## src/rtl/uart_core.sv

```systemverilog
// ----------------------------------------------------------------------------
// uart_core: 8N1 UART transceiver. The transmitter and receiver are fully
// independent and share one clock and one synchronous reset.
//
// Ports
//   i_clk        system clock, rising edge
//   i_rst        synchronous active-high reset
//   i_tx_enable  transmit request, accepted only while the transmitter is idle
//   i_tx_data    byte to transmit, latched together with the accepted request
//   o_tx         serial output, idles high
//   o_tx_busy    high for exactly 10 bit times per transmitted frame
//   i_rx         serial input, asynchronous to i_clk
//   o_rx_valid   one-cycle strobe when o_rx_byte has been updated
//   o_rx_byte    last correctly framed received byte
// ----------------------------------------------------------------------------
module uart_core #(
    parameter int ClkFreq  = 27_000_000,
    parameter int BaudRate = 115200
) (
    input  logic       i_clk,
    input  logic       i_rst,
    input  logic       i_tx_enable,
    input  logic [7:0] i_tx_data,
    output logic       o_tx,
    output logic       o_tx_busy,
    input  logic       i_rx,
    output logic       o_rx_valid,
    output logic [7:0] o_rx_byte
);

    localparam int BaudCnt = ClkFreq / BaudRate;
    localparam int HalfCnt = BaudCnt / 2;
    localparam int CntW    = $clog2(BaudCnt) + 1;

    localparam logic [CntW-1:0] BaudLast = CntW'(BaudCnt - 1);
    localparam logic [CntW-1:0] HalfLast = CntW'(HalfCnt - 1);

    // ------------------------------------------------------------------
    // Transmitter
    // ------------------------------------------------------------------
    typedef enum logic [1:0] {
        TX_IDLE,
        TX_START,
        TX_DATA,
        TX_STOP
    } tx_state_e;

    tx_state_e       tx_state_q, tx_state_d;
    logic [CntW-1:0] tx_cnt_q, tx_cnt_d;
    logic [2:0]      tx_bit_q, tx_bit_d;
    logic [7:0]      tx_shift_q, tx_shift_d;

    always_ff @(posedge i_clk) begin
        if (i_rst) begin
            tx_state_q <= TX_IDLE;
            tx_cnt_q   <= '0;
            tx_bit_q   <= '0;
            tx_shift_q <= '0;
        end else begin
            tx_state_q <= tx_state_d;
            tx_cnt_q   <= tx_cnt_d;
            tx_bit_q   <= tx_bit_d;
            tx_shift_q <= tx_shift_d;
        end
    end

    // Line level and busy are decoded from the registered state, so the
    // start bit and busy both appear on the edge after the request.
    always_comb begin
        tx_state_d = tx_state_q;
        tx_cnt_d   = tx_cnt_q;
        tx_bit_d   = tx_bit_q;
        tx_shift_d = tx_shift_q;
        o_tx       = 1'b1;
        o_tx_busy  = 1'b1;
        unique case (tx_state_q)
            TX_IDLE: begin
                o_tx_busy = 1'b0;
                tx_cnt_d  = '0;
                if (i_tx_enable) begin
                    tx_shift_d = i_tx_data;
                    tx_bit_d   = '0;
                    tx_state_d = TX_START;
                end
            end
            TX_START: begin
                o_tx = 1'b0;
                if (tx_cnt_q == BaudLast) begin
                    tx_cnt_d   = '0;
                    tx_state_d = TX_DATA;
                end else begin
                    tx_cnt_d = tx_cnt_q + 1'b1;
                end
            end
            TX_DATA: begin
                o_tx = tx_shift_q[0];
                if (tx_cnt_q == BaudLast) begin
                    tx_cnt_d   = '0;
                    tx_shift_d = {1'b0, tx_shift_q[7:1]};
                    tx_bit_d   = tx_bit_q + 3'd1;
                    if (tx_bit_q == 3'd7) begin
                        tx_state_d = TX_STOP;
                    end
                end else begin
                    tx_cnt_d = tx_cnt_q + 1'b1;
                end
            end
            TX_STOP: begin
                o_tx = 1'b1;
                if (tx_cnt_q == BaudLast) begin
                    tx_cnt_d   = '0;
                    tx_state_d = TX_IDLE;
                end else begin
                    tx_cnt_d = tx_cnt_q + 1'b1;
                end
            end
            default: tx_state_d = TX_IDLE;
        endcase
    end

    // ------------------------------------------------------------------
    // Receiver
    // ------------------------------------------------------------------
    typedef enum logic [2:0] {
        RX_IDLE,
        RX_START,
        RX_DATA,
        RX_STOP,
        RX_HOLD,   // good stop bit seen, waiting out its second half
        RX_ERR     // framing error, waiting for the line to return high
    } rx_state_e;

    logic            rx_meta_q, rx_sync_q;
    rx_state_e       rx_state_q, rx_state_d;
    logic [CntW-1:0] rx_cnt_q, rx_cnt_d;
    logic [2:0]      rx_bit_q, rx_bit_d;
    logic [7:0]      rx_shift_q, rx_shift_d;
    logic [7:0]      rx_byte_q, rx_byte_d;
    logic            rx_valid_q, rx_valid_d;

    always_ff @(posedge i_clk) begin
        if (i_rst) begin
            rx_meta_q  <= 1'b1;
            rx_sync_q  <= 1'b1;
            rx_state_q <= RX_IDLE;
            rx_cnt_q   <= '0;
            rx_bit_q   <= '0;
            rx_shift_q <= '0;
            rx_byte_q  <= '0;
            rx_valid_q <= 1'b0;
        end else begin
            rx_meta_q  <= i_rx;
            rx_sync_q  <= rx_meta_q;
            rx_state_q <= rx_state_d;
            rx_cnt_q   <= rx_cnt_d;
            rx_bit_q   <= rx_bit_d;
            rx_shift_q <= rx_shift_d;
            rx_byte_q  <= rx_byte_d;
            rx_valid_q <= rx_valid_d;
        end
    end

    always_comb begin
        rx_state_d = rx_state_q;
        rx_cnt_d   = rx_cnt_q;
        rx_bit_d   = rx_bit_q;
        rx_shift_d = rx_shift_q;
        rx_byte_d  = rx_byte_q;
        rx_valid_d = 1'b0;
        unique case (rx_state_q)
            RX_IDLE: begin
                rx_cnt_d = '0;
                rx_bit_d = '0;
                if (!rx_sync_q) begin
                    rx_state_d = RX_START;
                end
            end
            RX_START: begin
                // Re-check the line half a bit later to reject short glitches
                if (rx_cnt_q == HalfLast) begin
                    rx_cnt_d   = '0;
                    rx_state_d = rx_sync_q ? RX_IDLE : RX_DATA;
                end else begin
                    rx_cnt_d = rx_cnt_q + 1'b1;
                end
            end
            RX_DATA: begin
                if (rx_cnt_q == BaudLast) begin
                    rx_cnt_d   = '0;
                    rx_shift_d = {rx_sync_q, rx_shift_q[7:1]};
                    rx_bit_d   = rx_bit_q + 3'd1;
                    if (rx_bit_q == 3'd7) begin
                        rx_state_d = RX_STOP;
                    end
                end else begin
                    rx_cnt_d = rx_cnt_q + 1'b1;
                end
            end
            RX_STOP: begin
                if (rx_cnt_q == BaudLast) begin
                    rx_cnt_d   = '0;
                    rx_state_d = rx_sync_q ? RX_HOLD : RX_ERR;
                end else begin
                    rx_cnt_d = rx_cnt_q + 1'b1;
                end
            end
            RX_HOLD: begin
                // Publishing after the stop bit ends keeps valid behind tx_busy
                if (rx_cnt_q == HalfLast) begin
                    rx_cnt_d   = '0;
                    rx_byte_d  = rx_shift_q;
                    rx_valid_d = 1'b1;
                    rx_state_d = RX_IDLE;
                end else begin
                    rx_cnt_d = rx_cnt_q + 1'b1;
                end
            end
            RX_ERR: begin
                rx_cnt_d = '0;
                if (rx_sync_q) begin
                    rx_state_d = RX_IDLE;
                end
            end
            default: rx_state_d = RX_IDLE;
        endcase
    end

    assign o_rx_valid = rx_valid_q;
    assign o_rx_byte  = rx_byte_q;

endmodule

```

## config.mk

```make
export PLATFORM = sky130hd
export DESIGN_NAME = uart_core
export DESIGN_NICKNAME = d
export VERILOG_FILES = /design/src/rtl/uart_core.sv
export SDC_FILE = /design/constraint.sdc
export NUM_CORES = 1
export LEC_CHECK = 0
export BUFFER_PORTS_ARGS = -buffer_cell sky130_fd_sc_hd__buf_4
export CAP_MARGIN = 30
export CORE_MARGIN = 4
export CORE_UTILIZATION = 43
export DETAILED_ROUTE_END_ITERATION = 10
export PLACE_DENSITY = 0.68
export SLEW_MARGIN = 10
export SYNTH_ARGS = -nofsm -noshare
export SYNTH_HDL_FRONTEND = slang
export SYNTH_SLANG_ARGS = --single-unit
```

## constraint.sdc

```tcl
create_clock -name i_clk -period 1.9 [get_ports i_clk]
set_clock_uncertainty 0.15 [all_clocks]
set_input_delay 0.095 -clock i_clk [delete_from_list [all_inputs] [get_ports i_clk]]
set_output_delay 0.095 -clock i_clk [all_outputs]
set_load 0.01 [all_outputs]
```

==> After elaboration in Yosys (flattened, before gate mapping) <==
Cells that the tools add are included.
{ "totals": {"register_bits": 56, "out_inout_bits": 11, "word_cells": 90} }
{ "op_classes": {"add_sub_neg": 4, "n_eq_ne": 25, "n_mux": 32, "n_bitwise": 1, "n_reduce_logical": 16} }
{ "ops": {"columns": ["operator", "count"], "rows": [
  ["2-to-1 mux 3 bit", 10],
  ["2-to-1 mux 9 bit", 3],
  ["case mux 9 bit (3 select lines)", 1],
  ["inequality test 2 bit (second input constant)", 12],
  ["adder 9 x 1 -> 9 bit (second input constant)", 2],
  ["equality test 9 x 8 -> 1 bit (second input constant)", 2],
  ["case mux 3 bit (6 select lines)", 1],
  ["case mux 9 bit (2 select lines)", 1],
  ["2-to-1 mux 8 bit", 2],
  ["case mux 8 bit (2 select lines)", 1],
  ["equality test 3 bit (second input constant)", 4],
  ["2-to-1 mux 2 bit", 6],
  ["case mux 3 bit (2 select lines)", 2],
  ["equality test 9 x 7 -> 1 bit (second input constant)", 1],
  ["case mux 2 bit (4 select lines)", 1],
  ["OR reduction 2 bit", 4],
  ["AND reduction 7 bit", 1],
  ["adder 3 x 1 -> 3 bit (second input constant)", 2],
  ["equality test 3 x 2 -> 1 bit (second input constant)", 2],
  ["AND reduction 2 bit", 3],
  ["AND reduction 5 bit", 1],
  ["equality test 2 bit (second input constant)", 2],
  ["nonzero test 2 bit", 2],
  ["equality test 3 x 1 -> 1 bit (second input constant)", 1],
  ["other kinds (9)", 11]
]} }

==> Logic depth before layout (Yosys ltp) <==
{ "depth": {"depth_word": 4, "mapped_depth": 7} }

==> Worst setup path after synthesis <==
No wires, ideal clock.
{ "synth_timing": {"path_type": "flip-flop to flip-flop", "startpoint": "register rx_cnt_q[0]", "endpoint": "register rx_state_q[1]", "setup_ns": 0.119, "arrival_time_ns": 1.651, "required_time_ns": 1.631, "slack_ns": -0.019, "path_stages_with_launch": 7, "n_path_buf": 0, "cell_sequence": "dfxtp_1 > inv_1 > ha_1 > nand4bb_1 > o311a_4 > or3_1 > o221a_1"} }
{ "synth_between": {"elab_chain_cells": 3, "word_cells_on_any_way": 7, "cone_classes": "eq/ne: 6; reduce/logical: 1"} }
{ "synth_rtl": {"columns": ["element", "line_no", "rtl"], "rows": [
  ["from (decl)", "135", "logic [CntW-1:0] rx_cnt_q, rx_cnt_d;"],
  ["from (signal assigned)", "155", "rx_cnt_q <= rx_cnt_d;"],
  ["equality test 9 x 8 -> 1 bit / equality test 9 x 7 -> 1 bit (equally long branches)", null, null],
  ["inequality test 2 bit (no line)", null, null],
  ["AND reduction 7 bit (no line) *", null, null],
  ["to (signal assigned)", "154", "rx_state_q <= rx_state_d;"],
  ["to (decl)", "134", "rx_state_e rx_state_q, rx_state_d;"]
]} }
Mark *: on every way between the ends. The rest lies on a longest branch, timed or not.
A chain may end at the register's enable or synchronous reset.

==> Final worst setup path <==
Ends and elaborated chain as after synthesis.

==> reports/qor.yml <==
cts:
  clk_latency_ns: 0.31
  clk_pin_slew_ns: 0.10
  cts_buffers: 5
  cts_tree: "done"
  cts_max_path_buffers: 2
  ctsRootBufferMaster: "clkbuf_8"
  htreeDepth: 2
  cts_sinks: 56
final_layout:
  final_common_cell: "dfxtp_1"
  syn2layout_area_growth_pct: 22.68
  diodes: 0
  drive_gt1_share_pct: 24.32
  stdcell_count: 408
  layout_common_cells: "46 x dfxtp_1, 43 x buf_4, 37 x nor2_1, 25 x mux2i_1, 21 x a21oi_1"
  layout.nets: 357
floorplan:
  fp.coreArea_um2: 5991
  fp-row-count: 28
  start_util_pct: 44.95
  die_y_um: 87.13
  ioPinCount: 23
  dieArea_um2: 7592
  die_x_um: 87.13
sta:
  finalCritPeriodShare_pct: 98.64
  fin_hold_ws_ns: 0.007439
  fmax_mhz: 533.6
  drv_slew: 0
  finalSetupViolations: 0
  slew_headroom_pct: 72.50
  hold_violations: 0
  rsz0062_at_grt: "true"
  tns_ns: 0
  period_needed_ns: 1.874
  worst_slew_pin_slew_ns: 0.4125
critical_path:
  crit_chain: "inv_1, ha_1, nand4bb_1, o311a_4, or3_1, o221a_1"
  critPathMaxStageDelay_ns: 0.36
  cp_max_fo: 5
  crit_family: "compound AO/OA/AOI/OAI gates"
  timing.critical_path.buf_inv: 1
  path_depth: 6
  path_class: "reg -> reg"
  worst_setup_path_start_kind: "register"
  worstPathRequired_ns: 1.96
  r2r_cells: 6
  critical_path_arrival_ns: 1.94
  worst_setup_path_end_kind: "register"
  crit_path_top_delay_cell: "dfxtp_4"
grt:
  grtUsageTotal_pct: 15.55
  grt_max_degree: 40
  grt-ovfl-total: 0
  grt_pass1_vias: 2082
  antenna_found_initial: 0
  grt_first_pass_wirelength_um: 9542
synth:
  yosysWarnings: 0
  synth_edf_count: 0
  yosysSeqAreaShare_pct: 41.64
  syn_inst: 283
  syn_area_um2: 2693
  syn_nets: 308
  yosysUniqueCellTypes: 51
  synth_flop_cell: "dfxtp_1"
  async_reset_ff_share_pct: 0
  synth_seq_cells: 56
  synth.avg_cell_area_um2: 9.514
placed_design:
  dp.cells: 386
  gp_congestion: 0.7729
  io_buffers: 22
  dp_hpwl_um: 3813
power:
  power.leakage_nw: 1.208
  power_density_nw_per_um2: 998.1
  vdd_drop_max_v: 0.0008875
  power.total_w: 0.003297
drt:
  avgViaCountPerCell: 5.314
  route.vias.total: 2168
  drc: 0
  wl_per_cell_um: 13.70
  drt_first_pass_iters: 4
  wl_met2_um: 2577
  wl_met3_um: 176
  drt_iter0_drc: 101
  wl_met1_um: 2776
  postRouteWirelength_um: 5588
  final_antenna_net_count: 0
  dr.max_layer_used: "met4"
run:
  maxCapViolCount: 0
hold_path:
  min_path_cells: 3
  hp-class: "in -> reg"
status:
  run_status: "finished, final reports clean"
-- metrics by stage --
step	area, µm²	util (%)	setup WS (ns)
floorplan	2698	-	0.006201
global placement	3037	50.69	0.02544
detailed placement	3037	50.69	-0.008721
CTS	3213	53.63	0.01965
global route	3303	55.14	-0.05490
finish	3303	55.14	0.02592
-- cell usage after synthesis, types with 2 or more instances --
cell,count,area share [%]
nand3_1,6,1.1
ha_1,13,6.0
nand2_1,12,1.7
a21oi_1,21,3.9
nor2b_1,2,0.46
xnor2_1,7,2.3
nand4b_1,2,0.65
and3_1,3,0.70
o21a_1,4,1.1
a211oi_1,2,0.56
mux2i_1,25,9.3
clkbuf_1,6,0.84
dfxtp_1,56,42
a311oi_1,7,2.3
nand4bb_1,2,0.84
o22ai_1,2,0.46
o31ai_1,2,0.56
nor4bb_1,2,0.74
nand4_1,7,1.6
o21ai_0,10,1.9
nor3_1,4,0.74
buf_6,3,1.3
xor2_1,6,2.0
nor2_1,37,5.2
nor4_1,2,0.46
nand2b_1,3,0.70
or2_2,3,0.70
inv_1,11,1.5
-- registers in the layout, indices dropped and copies added, names as in the netlist --
name	flops
o_rx_byte	8
rx_bit_q	3
rx_cnt_q	9
tx_state_q	2
rx_state_q	3
tx_cnt_q	9
o_rx_valid	1
tx_shift_q	8
rx_meta_q	1
rx_shift_q	8
rx_sync_q	1
tx_bit_q	3
-- logic make-up after synthesis --
logic type               Yosys count  share of synthesized area, %
buffers and inverters             24                         4.554
AO/OA/AOI/OAI                     56                         14.08
XOR/XNOR                          13                         4.229
multiplexers                      25                         9.294
AND/OR/NAND/NOR                   96                         20.17
flip-flops                        56                         41.64
adder cells (fa/ha/maj)           13                         6.041
-- per-layer routing --
| layer | vias up | global-route usage [%] |
|---|---|---|
| met2 | 31 | 24.50 |
| met4 | 0 | 4.603 |
| met5 | - | 0 |
| li1 | 1108 | - |
| met3 | 4 | 3.784 |
| met1 | 1025 | 21.13 |
-- worst register-to-register path: stages, from the launching register on --
cell and delay [ns]:
dfxtp_4 0.36, inv_1 0.05, ha_1 0.14, nand4bb_1 0.15
o311a_4 0.36, or3_1 0.31, o221a_1 0.25
-- cell type report --
cell class,instances,area (µm²)
clock buffers,6,82.58
clock inverters,2,13.76
fillers,534,2688
inverters,11,41.29
multi-input cells,203,1483
flip-flops and latches,56,1139
well taps,75,93.84
repair buffers,55,450.4
-- report_power, final --
| group | switching, W | internal [W] |
|---|---|---|
| Combinational | 0.000634 | 0.000552 |
| Clock | 0.000410 | 0.000298 |
| Sequential | 0.0000845 | 0.00132 |
-- final timing paths --
path                                   start             to  slack, ns
worst min-delay path            i_tx_data[3]  tx_shift_q[3]      0.007
worst max register to register   rx_cnt_q[0]  rx_state_q[1]       0.03
worst min register to register     rx_meta_q      rx_sync_q       0.27
worst max-delay path             rx_cnt_q[0]  rx_state_q[1]       0.03
-- timing repair --
item,4_1_cts,5_1_grt
gates cloned,0,2
hold buffers,8,0
endpoints found under the setup margin,1,26
buffers inserted,0,4
resized for setup,0,19
pin swaps,1,4
hold endpoints to repair,7,0
Power figures use the tool's default switching activity.
